==> src/rtl/seq_restoring_divider.sv <==
// seq_restoring_divider: unsigned restoring divider, one quotient bit per clock.
// Each step is a trial subtract (A + ~D + 1); the adder carry-out is the no-borrow flag.
module seq_restoring_divider #(
  parameter int WIDTH = 4
) (
  input  logic             clk,
  input  logic             rst_n,
  input  logic             start,
  input  logic [WIDTH-1:0] dividend,
  input  logic [WIDTH-1:0] divisor,
  output logic             busy,
  output logic             done,
  output logic [WIDTH-1:0] quotient,
  output logic [WIDTH-1:0] remainder,
  output logic             div_by_zero
);
  localparam int CW = $clog2(WIDTH + 1);
  typedef enum logic [1:0] {IDLE, RUN, DONE} state_t;
  state_t           state_q, state_d;
  logic [WIDTH-1:0] q_work_q, q_work_d;
  logic [WIDTH-1:0] r_work_q, r_work_d;
  logic [WIDTH-1:0] d_q, d_d;
  logic [CW-1:0]    cnt_q, cnt_d;
  logic [WIDTH-1:0] quo_q, quo_d;
  logic [WIDTH-1:0] rem_q, rem_d;
  logic             dbz_q, dbz_d;
  logic [WIDTH:0]   shifted;
  logic [WIDTH+1:0] sum;
  logic             no_borrow;
  logic [WIDTH-1:0] q_next, r_next;
  logic             unused_sum_msb;
  // Shifted remainder is WIDTH+1 bits so the MSB pulled from Q never overflows.
  assign shifted        = {r_work_q, q_work_q[WIDTH-1]};
  assign sum            = {1'b0, shifted} + {1'b0, ~{1'b0, d_q}} + (WIDTH+2)'(1);
  assign no_borrow      = sum[WIDTH+1];
  assign unused_sum_msb = sum[WIDTH];
  assign q_next         = {q_work_q[WIDTH-2:0], no_borrow};
  assign r_next         = no_borrow ? sum[WIDTH-1:0] : shifted[WIDTH-1:0];
  always_ff @(posedge clk) begin
    if (!rst_n) begin
      state_q  <= IDLE;
      q_work_q <= '0;
      r_work_q <= '0;
      d_q      <= '0;
      cnt_q    <= '0;
      quo_q    <= '0;
      rem_q    <= '0;
      dbz_q    <= 1'b0;
    end else begin
      state_q  <= state_d;
      q_work_q <= q_work_d;
      r_work_q <= r_work_d;
      d_q      <= d_d;
      cnt_q    <= cnt_d;
      quo_q    <= quo_d;
      rem_q    <= rem_d;
      dbz_q    <= dbz_d;
    end
  end
  always_comb begin
    state_d  = state_q;
    q_work_d = q_work_q;
    r_work_d = r_work_q;
    d_d      = d_q;
    cnt_d    = cnt_q;
    quo_d    = quo_q;
    rem_d    = rem_q;
    dbz_d    = dbz_q;
    unique case (state_q)
      IDLE: begin
        if (start && divisor != '0) begin
          q_work_d = dividend;
          r_work_d = '0;
          d_d      = divisor;
          cnt_d    = CW'(WIDTH);
          state_d  = RUN;
        end else if (start) begin
          quo_d   = '1;
          rem_d   = dividend;
          dbz_d   = 1'b1;
          state_d = DONE;
        end
      end
      RUN: begin
        q_work_d = q_next;
        r_work_d = r_next;
        cnt_d    = cnt_q - CW'(1);
        if (cnt_q == CW'(1)) begin
          quo_d   = q_next;
          rem_d   = r_next;
          dbz_d   = 1'b0;
          state_d = DONE;
        end
      end
      DONE:    state_d = IDLE;
      default: state_d = IDLE;
    endcase
  end
  assign busy        = state_q == RUN;
  assign done        = state_q == DONE;
  assign quotient    = quo_q;
  assign remainder   = rem_q;
  assign div_by_zero = dbz_q;
endmodule

==> config.mk <==
export PLATFORM = sky130hd
export DESIGN_NAME = seq_restoring_divider
export DESIGN_NICKNAME = d
export VERILOG_FILES = /design/src/rtl/seq_restoring_divider.sv
export SDC_FILE = /design/constraint.sdc
export NUM_CORES = 1
export LEC_CHECK = 0
export ABC_AREA = 1
export BUFFER_PORTS_ARGS = -buffer_cell sky130_fd_sc_hd__buf_2
export CAP_MARGIN = 30
export CELL_PAD_IN_SITES_DETAIL_PLACEMENT = 1
export CELL_PAD_IN_SITES_GLOBAL_PLACEMENT = 2
export CORE_MARGIN = 2
export CORE_UTILIZATION = 28
export DETAILED_ROUTE_END_ITERATION = 8
export PLACE_DENSITY = 0.82
export SLEW_MARGIN = 0
export SYNTH_ARGS = -nofsm -noshare
export SYNTH_HDL_FRONTEND = slang
export SYNTH_SLANG_ARGS = --single-unit
==> constraint.sdc <==
create_clock -name clk -period 1.5 [get_ports clk]
set_input_delay 0.15 -clock clk [delete_from_list [all_inputs] [get_ports clk]]
set_output_delay 0.15 -clock clk [all_outputs]
set_load 0.005 [all_outputs]
### Yosys cells after proc, flatten, opt, wreduce, memory -nomap -nowiden

Index checks and enable logic that the tools add are counted.

* register bits: 26
* output and inout bits: 11
* logic and storage cells: 51

* add/sub/neg operators: 3
* equality and inequality tests: 8
* muxes and demuxes: 23
* bitwise gates (word level): 1
* reductions and logical operators: 8

Operators with widths (number)
* two-way mux 4 bit: 9
* one-hot mux 4 bit (2 select lines): 4
* adder 5 x 5 -> 6 bit: 1
* adder 6 x 1 -> 6 bit, second input constant: 1
* two-way mux 2 bit: 3
* inequality test 2 bit, second input constant: 3
* one-hot mux 3 bit (2 select lines): 1
* AND reduction 2 bit: 3
* inverter 4 -> 5 bit: 1
* one-hot mux 2 bit (2 select lines): 1
* AND reduction 4 bit: 1
* nonzero test 4 bit: 1
* == test 3 x 1 -> 1 bit, second input constant: 1
* two-way mux 1 bit: 3
* two-way mux 3 bit: 1
* inequality test 3 bit, second input constant: 1
* subtractor 3 x 1 -> 3 bit, second input constant: 1
* == test 2 x 1 -> 1 bit, second input constant: 1
* == test 2 bit, second input constant: 1
* zero test 2 bit: 1
* inequality test 2 x 1 -> 1 bit, second input constant: 1
* one-hot mux 1 bit (2 select lines): 1
* nonzero test 2 bit: 1
* logical AND 1 bit: 1

### Logic depth before layout (Yosys ltp)

Gate-level depths: netlist of the first run.

* depth after elaboration: 6
* mapped depth: 11
* depth with buffers taken out: 11

### Worst setup path before layout of the first run

No wires, ideal clock.

* path type: register to register
* from: register q_work_q[3]
* to: register r_work_q[1]
* library setup time: 110 ps
* data arrival time: 1305 ps
* setup slack: 85 ps
* stages on the path, launching flop included: 9
* buffers on the path: 0
* path through: dfxtp_1 -> inv_1 -> ha_1 -> inv_1 -> fa_1 -> nand3_1 -> nand3_1 -> nand2_1 -> inv_1

* cells in the longest elaborated chain, start to end: 4

Ends and longest elaborated chain
* from (decl): line 20 `logic [WIDTH-1:0] q_work_q, q_work_d;`
* from (signal assigned): line 51 `q_work_q <= q_work_d;`
* adder 5 x 5 -> 6 bit: line 34 `assign sum = {1'b0, shifted} + {1'b0, ~{1'b0, d_q}} + (WIDTH+2)'(1);`
* adder 6 x 1 -> 6 bit: line 34
* two-way mux 4 bit: line 38 `assign r_next = no_borrow ? sum[WIDTH-1:0] : shifted[WIDTH-1:0];`
* one-hot mux 4 bit (2 select lines): line 69 `unique case (state_q)`
* to (signal assigned): line 52 `r_work_q <= r_work_d;`
* to (decl): line 21 `logic [WIDTH-1:0] r_work_q, r_work_d;`

No other way between the ends.
A chain may end at the register's enable or synchronous reset.

### Final worst setup path of the first run

* from: register r_work_q[1]
* to: register r_work_q[1]

* cells in the longest elaborated chain, start to end: 4

Ends and longest elaborated chain (line)
* adder 5 x 5 -> 6 bit: 34
* adder 6 x 1 -> 6 bit: 34
* two-way mux 4 bit: 38
* one-hot mux 4 bit (2 select lines): 69

No other way between the ends.

==> impl_metrics.json, run 1 <==
{
  "required_ps": 1720,
  "end_kind": "flip-flop",
  "finalInstanceArea_mm2": 0.00187,
  "timing.fmax_mhz": 669,
  "cap_viol_max_count": 0,
  "min_path_type": "primary input to flip-flop",
  "drt_iter0_drc": 17,
  "synth-seq-cells": 26,
  "n_antenna_cell": 0,
  "p_sw_share_pct": 35.2,
  "finalCritPeriodShare_pct": 99.6,
  "clkPwrFrac_pct": 19.7,
  "final_core_util_pct": 39.4,
  "arrival_ps": 1720,
  "drv_slew": 0,
  "gr-total-overflow": 0,
  "place_area_mm2": 0.00166,
  "root_buffer": "clkbuf_8",
  "wl_per_cell_um": 12.5,
  "setup_tns_ps": 0,
  "fp.dieH_um": 74.6,
  "whs_path_depth": 3,
  "grt_max_degree": 18,
  "grt_pass1_wl_um": 6210,
  "power_uw": 2050,
  "finalHoldViolations": 0,
  "nets": 252,
  "area_growth_pct": 34.1,
  "rsz0062_at_grt": "yes",
  "initial_core_util_pct": 29.4,
  "p_per_area_mw_per_mm2": 1090,
  "hp-start": "divisor[1]",
  "first_pass_iters": 2,
  "via_count": 1324,
  "layout_min_cycle_time_ps": 1490,
  "crit_cells": 8,
  "grt_pass1_vias": 1373,
  "cts_max_level": 1,
  "async_reset_ff_share_pct": 0,
  "synth_commonest_cells": "inv_1, nand2_1, dfxtp_1",
  "reg2reg_depth": 8,
  "crit_family": "simple AND/OR/NAND/NOR gates",
  "critical_path_buf_inv_count": 1,
  "p_switching_uw": 722,
  "cts_buffers": 3,
  "p_comb_share_pct": 39.0,
  "syn_area_mm2": 0.00140,
  "via_per_inst": 4.43,
  "ys_warn_count": 0,
  "vdd_ir_drop_max_mv": 0.485,
  "coreArea_mm2": 0.00475,
  "finalSetupViolations": 0,
  "yosys_most_used_dff": "dfxtp_1",
  "port_buffers": 21,
  "cts_sinks": 26,
  "status": "complete, no violations",
  "synth_most_common_cell": "inv_1",
  "drt-total-wl_um": 3730,
  "intPower_uw": 1330,
  "slew-limit-headroom_pct": 80.8,
  "path_cells": "ha_4 -> nand2_1 -> nand2_2 -> a21oi_4 -> nand4_1 -> nand3_1 -> nand2_1 -> inv_1",
  "placementRows": 25,
  "crit_path_start_kind": "flip-flop",
  "drc_errors": 0,
  "clk_pin_slew_ps": 90,
  "critPathMaxFanout": 5,
  "synth_area_per_cell_um2": 7.23,
  "r2r_start": "r_work_q[1]",
  "synth_cell_types": 26,
  "antenna_left": 0,
  "cts_tree": "done",
  "io_pins": 22,
  "routabilityCongestion": 0.801,
  "skew_ps": 1.71,
  "ys_top_cells_by_area": "dfxtp_1, inv_1, nand2_1",
  "synth_nets": 211,
  "ys_seq_area_share_pct": 37.3,
  "crit_type": "flip-flop to flip-flop",
  "cpMaxStageDelayCell": "dfxtp_1",
  "dieWidth_um": 74.6,
  "antenna_found_initial": 0,
  "holdBufCountCts": 0,
  "cp-startpoint": "r_work_q[1]",
  "clkLatencyLatePin_ps": 270,
  "clockBufferDepth": 2,
  "p_seq_share_pct": 41.3,
  "drive_gt1_share_pct": 35.8,
  "synth_cells": 193,
  "synth_edf_count": 0,
  "netlist.area_leader.share_pct": 37.3,
  "p_leak_uw": 0.000937,
  "hpwl_um": 2730,
  "die_area_mm2": 0.00557,
  "synth_top_area_cell": "dfxtp_1",
  "global_route.usage.total_pct": 14.6,
  "cp_common_cell": "nand2_1",
  "critPathMaxStageDelay_ps": 400,
  "worstMarginPinSlew_ps": 287
}
-- path summary, 6_finish.rpt --
path / end / slack (ps)
setup reg to reg: r_work_q[1] / 6
setup / recovery: r_work_q[1] / 6
hold reg to reg: div_by_zero / 450
hold / removal: d_q[1] / 170
-- worst register-to-register path: stages, from the launching register on --
cell and delay [ps]:
dfxtp_1 400, ha_4 230, nand2_1 80, nand2_2 90
a21oi_4 210, nand4_1 180, nand3_1 120, nand2_1 80
inv_1 70
-- power groups by stage --
stage	combinational, uW	clock [uW]	sequential [uW]
after floorplan	426	0	853
after global placement	632	0	854
after detailed placement	647	0	855
after CTS	680	426	839
after global routing	896	459	861
final	798	404	847
-- cell families (layout without fill, tap and decap cells) --
| kind of cell | count (synthesis) | count (layout) | synth area share [%] |
|---|---|---|---|
| AOI/OAI and AO/OA | 33 | 33 | 13.7 |
| xor gates and xnor gates | 1 | 1 | 0.627 |
| adders and majority gates | 7 | 7 | 6.81 |
| buffers and inverters | 48 | 87 | 15.7 |
| DFF | 26 | 26 | 37.3 |
| and+or+nand+nor | 78 | 78 | 25.9 |
-- placed cells by master (no fill, tap or decap), types with 2 or more instances in the layout --
cell type / n
nand3_2: 6
inv_2: 5
a21oi_4: 2
o21ai_0: 9
nand2_1: 29
dfxtp_2: 6
nand3_4: 3
o211a_1: 3
ha_1: 2
ha_4: 3
buf_2: 21
nand3_1: 13
inv_1: 34
clkbuf_8: 3
a31oi_1: 2
a21oi_1: 16
nand2_2: 6
nand4_1: 5
nor2_1: 14
buf_4: 21
dfxtp_1: 20
-- final cells by class --
class                      count  area, um2
inverter                      41        156
clock buffer                   3       41.3
tap                           67       83.8
sequential                    26        528
timing repair buffer          43        274
fill                         611       2880
multi-input combinational    119        790
-- state kept, by name (all words and copies together), names as in the netlist --
register	flops
cnt_q	3
d_q	4
div_by_zero	1
q_work_q	4
quotient	4
r_work_q	4
remainder	4
state_q	2
-- metal layers --
metal  routed length (um)  vias up  GRT usage (%)  part of all wire (%)
li1                     -      686              -                     -
met1                 1680      618           18.6                    45
met2                 1910       16           25.6                    51
met3                   97        4           2.54                   2.6
met4                   42        0           3.77                   1.1
met5                    0        -              0                     0
-- metrics by stage --
step / cells / hold WS (ps) / setup slack [ps]
floorplan: 193 / 341 / 85.3
global placement: 292 / 436 / -9.00
detailed placement: 292 / 440 / -27.3
CTS: 296 / 174 / 2.74
global route: 299 / 195 / -63.4
finish: 299 / 174 / 5.81
-- timing repair --
item                                    in CTS  in global routing
buffers inserted                             1                  3
gates resized for setup                      5                 28
pin swaps                                    1                 10
endpoints found under the setup margin       5                 10
No activity file was read; power rests on OpenSTA's default activity.
==> inputs of run 2 (changes only) <==
--- a/config.mk
+++ b/config.mk
@@ -11,9 +11,9 @@
 export CELL_PAD_IN_SITES_DETAIL_PLACEMENT = 1
 export CELL_PAD_IN_SITES_GLOBAL_PLACEMENT = 2
 export CORE_MARGIN = 2
-export CORE_UTILIZATION = 28
+export CORE_UTILIZATION = 31
 export DETAILED_ROUTE_END_ITERATION = 8
-export PLACE_DENSITY = 0.82
+export PLACE_DENSITY = 0.86
 export SLEW_MARGIN = 0
 export SYNTH_ARGS = -nofsm -noshare
 export SYNTH_HDL_FRONTEND = slang
==> constraint.sdc (replaced) <==
create_clock -name clk -period 1.6 [get_ports clk]
set_input_delay 0.16 -clock clk [delete_from_list [all_inputs] [get_ports clk]]
set_output_delay 0.16 -clock clk [all_outputs]
set_load 0.005 [all_outputs]
==> impl_metrics.json, run 2 (synthesized netlist as in run 1, its figures left out) <==
{
  "n_antenna_cell": 0,
  "cts_tree": "done",
  "hpwl_um": 2620,
  "finalInstanceArea_mm2": 0.00169,
  "p_per_area_mw_per_mm2": 1070,
  "r2r_start": "q_work_q[3]",
  "placementRows": 24,
  "post-place-cells": 267,
  "skew_ps": 8.45,
  "io_pins": 22,
  "rsz0062_at_grt": "yes",
  "cts_sinks": 26,
  "layout_min_cycle_time_ps": 1510,
  "dieWidth_um": 71.1,
  "pre_cts_ws_ps": 1.55,
  "setup_ws_ps": 85.2,
  "worstMarginPinSlew_ps": 274,
  "coreArea_mm2": 0.00435,
  "finalHoldViolations": 0,
  "p_leak_uw": 0.000869,
  "place_area_mm2": 0.00156,
  "end_kind": "flip-flop",
  "root_buffer": "clkbuf_8",
  "cts_buffers": 3,
  "crit_type": "flip-flop to flip-flop",
  "required_ps": 1780,
  "final_common_cell": "inv_1",
  "vdd_ir_drop_max_mv": 0.455,
  "port_buffers": 21,
  "reg2reg_depth": 8,
  "grt_pass1_wl_um": 5990,
  "min_to": "d_q[3]",
  "grt_pass1_vias": 1334,
  "arrival_ps": 1700,
  "crit_path_start_kind": "flip-flop",
  "first_pass_iters": 4,
  "clk_pin_slew_ps": 90,
  "clockBufferDepth": 2,
  "final_cell_count_no_fill": 271,
  "drive_gt1_share_pct": 25.1,
  "drc_errors": 0,
  "global_route.usage.total_pct": 14.6,
  "finalSetupViolations": 0,
  "cts_max_level": 1,
  "drt-total-wl_um": 3390,
  "via_per_inst": 4.80,
  "whs_path_depth": 3,
  "grt_max_degree": 18,
  "cap_viol_max_count": 0,
  "drv_slew": 0,
  "final_core_util_pct": 38.8,
  "via_count": 1301,
  "status": "complete, no violations",
  "regToRegEndpoint": "remainder[1]",
  "holdBufCountCts": 0,
  "antenna_found_initial": 0,
  "initial_core_util_pct": 32.1,
  "clkLatencyLatePin_ps": 280,
  "critPathMaxFanout": 3,
  "die_area_mm2": 0.00506,
  "drt_iter0_drc": 28,
  "final_cell_mix": "inv_1, nand2_1, dfxtp_1",
  "min_path_type": "primary input to flip-flop",
  "fp.dieH_um": 71.1,
  "wl_per_cell_um": 12.5,
  "finalCritPeriodShare_pct": 94.7,
  "fillers": 554,
  "nets": 239,
  "slew-limit-headroom_pct": 81.6,
  "r2r_slack_ps": 90,
  "gr-total-overflow": 0,
  "routabilityCongestion": 0.801,
  "antenna_left": 0,
  "timing.fmax_mhz": 660,
  "area_growth_pct": 21.1,
  "hp-start": "divisor[3]"
}
==> run 2: changes by cell type in the layout (fill, tap and decap cells not counted), sizes merged <==
cell	previous run	this run
buf	43	30
==> run 2: repair_timing <==
item                                    4_1_cts  5_1_grt
pin swaps                                     0        2
endpoints found under the setup margin        2       10
buffers inserted                              0        1
gates resized for setup                       1       17
==> run 2: layout make-up <==
cell class | count | area, um2 | area share, %
Tap cell | 52 | 65.1 | 3.85
Timing Repair Buffer | 30 | 173 | 10.2
Inverter | 41 | 159 | 9.40
Multi-Input combinational cell | 119 | 729 | 43.2
Sequential cell | 26 | 523 | 30.9
Clock buffer | 3 | 41.3 | 2.44
==> run 2: critical path, cell delays in order, from the launching register on <==
cell     delay [ps]
dfxtp_2         340
inv_1            50
ha_1            200
inv_2           100
fa_2            450
nand3_2          90
nand3_1          90
nand2_1          60
inv_1            30
==> run 2: power by group <==
part           total, uW  leakage (uW)  switching [uW]  internal (uW)
registers            789      0.000215            51.6            737
clock network        382     0.0000216             213            169
logic                630      0.000633             376            254
total               1800      0.000869             640           1160
==> run 2: worst max-delay path by stage <==
stage | start | end | cells after the start
2_1_floorplan | q_work_q[3] | r_work_q[1] | 8
4_1_cts | state_q[0] | busy | 4
5_1_grt | d_q[3] | r_work_q[0] | 10
6_report | q_work_q[3] | remainder[1] | 8
3_3_place_gp | q_work_q[3] | remainder[1] | 8
3_5_place_dp | q_work_q[3] | r_work_q[1] | 8
==> run 2: stage by stage <==
stage	power [uW]	hold WS (ps)	setup TNS, ps
3_3_place_gp	1360	435	0
2_1_floorplan	1200	351	0
3_5_place_dp	1370	439	0
6_report	1800	167	0
4_1_cts	1760	171	0
5_1_grt	1950	201	-27.4
==> run 2: routing by layer <==
layer / part of all wire (%) / up-vias / routed length, um / global-route usage, %
met2: 49 / 13 / 1680 / 24.6
met3: 2.4 / 4 / 82 / 2.56
met1: 47 / 614 / 1590 / 19.2
li1: - / 670 / - / -
met4: 1.1 / 0 / 38 / 4.40
met5: 0 / - / 0 / 0
==> inputs of run 3 (changes only) <==
--- a/config.mk
+++ b/config.mk
@@ -14,6 +14,7 @@
 export CORE_UTILIZATION = 31
 export DETAILED_ROUTE_END_ITERATION = 8
 export PLACE_DENSITY = 0.86
+export SETUP_SLACK_MARGIN = 0.3
 export SLEW_MARGIN = 0
 export SYNTH_ARGS = -nofsm -noshare
 export SYNTH_HDL_FRONTEND = slang
==> impl_metrics.json, run 3 (synthesized netlist as in run 1, its figures left out) <==
{
  "grt_pass1_vias": 1359,
  "cts_buffers": 3,
  "worstMarginPinSlew_ps": 300,
  "drive_gt1_share_pct": 40.4,
  "antenna_found_initial": 0,
  "drt-total-wl_um": 3830,
  "skew_ps": 3.15,
  "grt_pass1_wl_um": 6190,
  "first_pass_iters": 4,
  "post-place-cells": 264,
  "multiInputGateArea_um2": 856,
  "pre_cts_ws_ps": -40.5,
  "dieWidth_um": 71.1,
  "crit_type": "flip-flop to flip-flop",
  "nets": 248,
  "holdBufCountCts": 0,
  "gr-total-overflow": 0,
  "placementRows": 24,
  "end_kind": "flip-flop",
  "finalSetupViolations": 0,
  "p_leak_uw": 0.000937,
  "cts_max_level": 1,
  "slew-limit-headroom_pct": 79.9,
  "n_antenna_cell": 0,
  "min_path_type": "primary input to flip-flop",
  "initial_core_util_pct": 32.1,
  "finalHoldViolations": 0,
  "root_buffer": "clkbuf_8",
  "grt_max_degree": 21,
  "rsz0062_at_grt": "yes",
  "die_area_mm2": 0.00506,
  "timing.fmax_mhz": 698,
  "p_per_area_mw_per_mm2": 1020,
  "critPathMaxFanout": 2,
  "drt_iter0_drc": 28,
  "power_uw": 1960,
  "io_pins": 22,
  "final_common_cell": "inv_1",
  "drv_slew": 0,
  "cap_viol_max_count": 0,
  "drc_errors": 0,
  "final_cell_count_no_fill": 280,
  "vdd_ir_drop_max_mv": 0.416,
  "routabilityCongestion": 0.744,
  "arrival_ps": 1600,
  "wl_per_cell_um": 13.7,
  "setup_ws_ps": 167,
  "clkLatencyLatePin_ps": 260,
  "area_growth_pct": 37.2,
  "clockBufferDepth": 2,
  "layout_min_cycle_time_ps": 1430,
  "final_cell_mix": "inv_1, nand2_1, buf_2",
  "clk_pin_slew_ps": 80,
  "fillers": 531,
  "status": "complete, no violations",
  "finalCritPeriodShare_pct": 89.6,
  "ff_latch_area_um2": 538,
  "fp.dieH_um": 71.1,
  "antenna_left": 0,
  "coreArea_mm2": 0.00435,
  "hpwl_um": 2600,
  "via_per_inst": 4.77,
  "hold_slack_ps": 202,
  "crit_path_start_kind": "flip-flop",
  "via_count": 1336,
  "cts_sinks": 26,
  "cts_tree": "done",
  "required_ps": 1770,
  "port_buffers": 21,
  "global_route.usage.total_pct": 15.5
}
==> run 3: cell types whose count changed in the layout (fill, tap and decap cells not counted), sizes merged <==
cell   delta
buf       +8
nand3     +1
==> run 3: area by class of cell <==
| cell class | instances | area share, % |
|---|---|---|
| Inverter | 41 | 8.56 |
| Timing Repair Buffer | 38 | 13.1 |
| Tap cell | 52 | 3.40 |
| Sequential cell | 26 | 28.1 |
| Multi-Input combinational cell | 120 | 44.7 |
| Clock buffer | 3 | 2.16 |
==> run 3: final timing paths <==
| kind | endpoint | depth (start not counted) | slack, ps | startpoint |
|---|---|---|---|---|
| min reg2reg | quotient[1] | 2 | 460 | quotient[1] |
| max | r_work_q[2] | 9 | 170 | q_work_q[3] |
| max reg2reg | r_work_q[2] | 9 | 170 | q_work_q[3] |
| min | d_q[2] | 3 | 200 | divisor[2] |
==> run 3: metal layers <==
metal / up-vias / track usage (%) / routed length [um]
met1: 640 / 19.7 / 1770
met4: 0 / 3.56 / 8
li1: 684 / - / -
met5: - / 0 / 0
met3: 2 / 2.14 / 65
met2: 10 / 27.7 / 1990
==> run 3: report_power, final <==
| part | switching [uW] | leakage, uW | internal [uW] | total, uW |
|---|---|---|---|---|
| Combinational | 447 | 0.000696 | 345 | 792 |
| Sequential | 64.7 | 0.000219 | 741 | 805 |
| Clock | 190 | 0.0000216 | 168 | 358 |
| Total | 702 | 0.000937 | 1250 | 1960 |
==> run 3: metrics by stage <==
step           area [um2]  util [%]  TNS (ps)
2_1_floorplan        1440         -         0
3_3_place_gp         1580      36.3     -36.3
3_5_place_dp         1580      36.3     -40.5
4_1_cts              1790      41.1         0
5_1_grt              1920      44.0         0
6_report             1920      44.0         0
==> run 3: critical path: stages (launching register included) <==
cell and delay, ps:
dfxtp_2 340, inv_2 60, ha_4 130, inv_4 40, fa_2 370, xor2_2 160
nand3_2 70, nand3_1 80, nand2_1 60, inv_1 30
==> run 3: repair_timing <==
item | CTS | global route
cloned | 1 | 0
gates resized for setup | 26 | 22
setup endpoints to repair | 16 | 20
pin swaps | 11 | 7
buffers inserted | 7 | 5
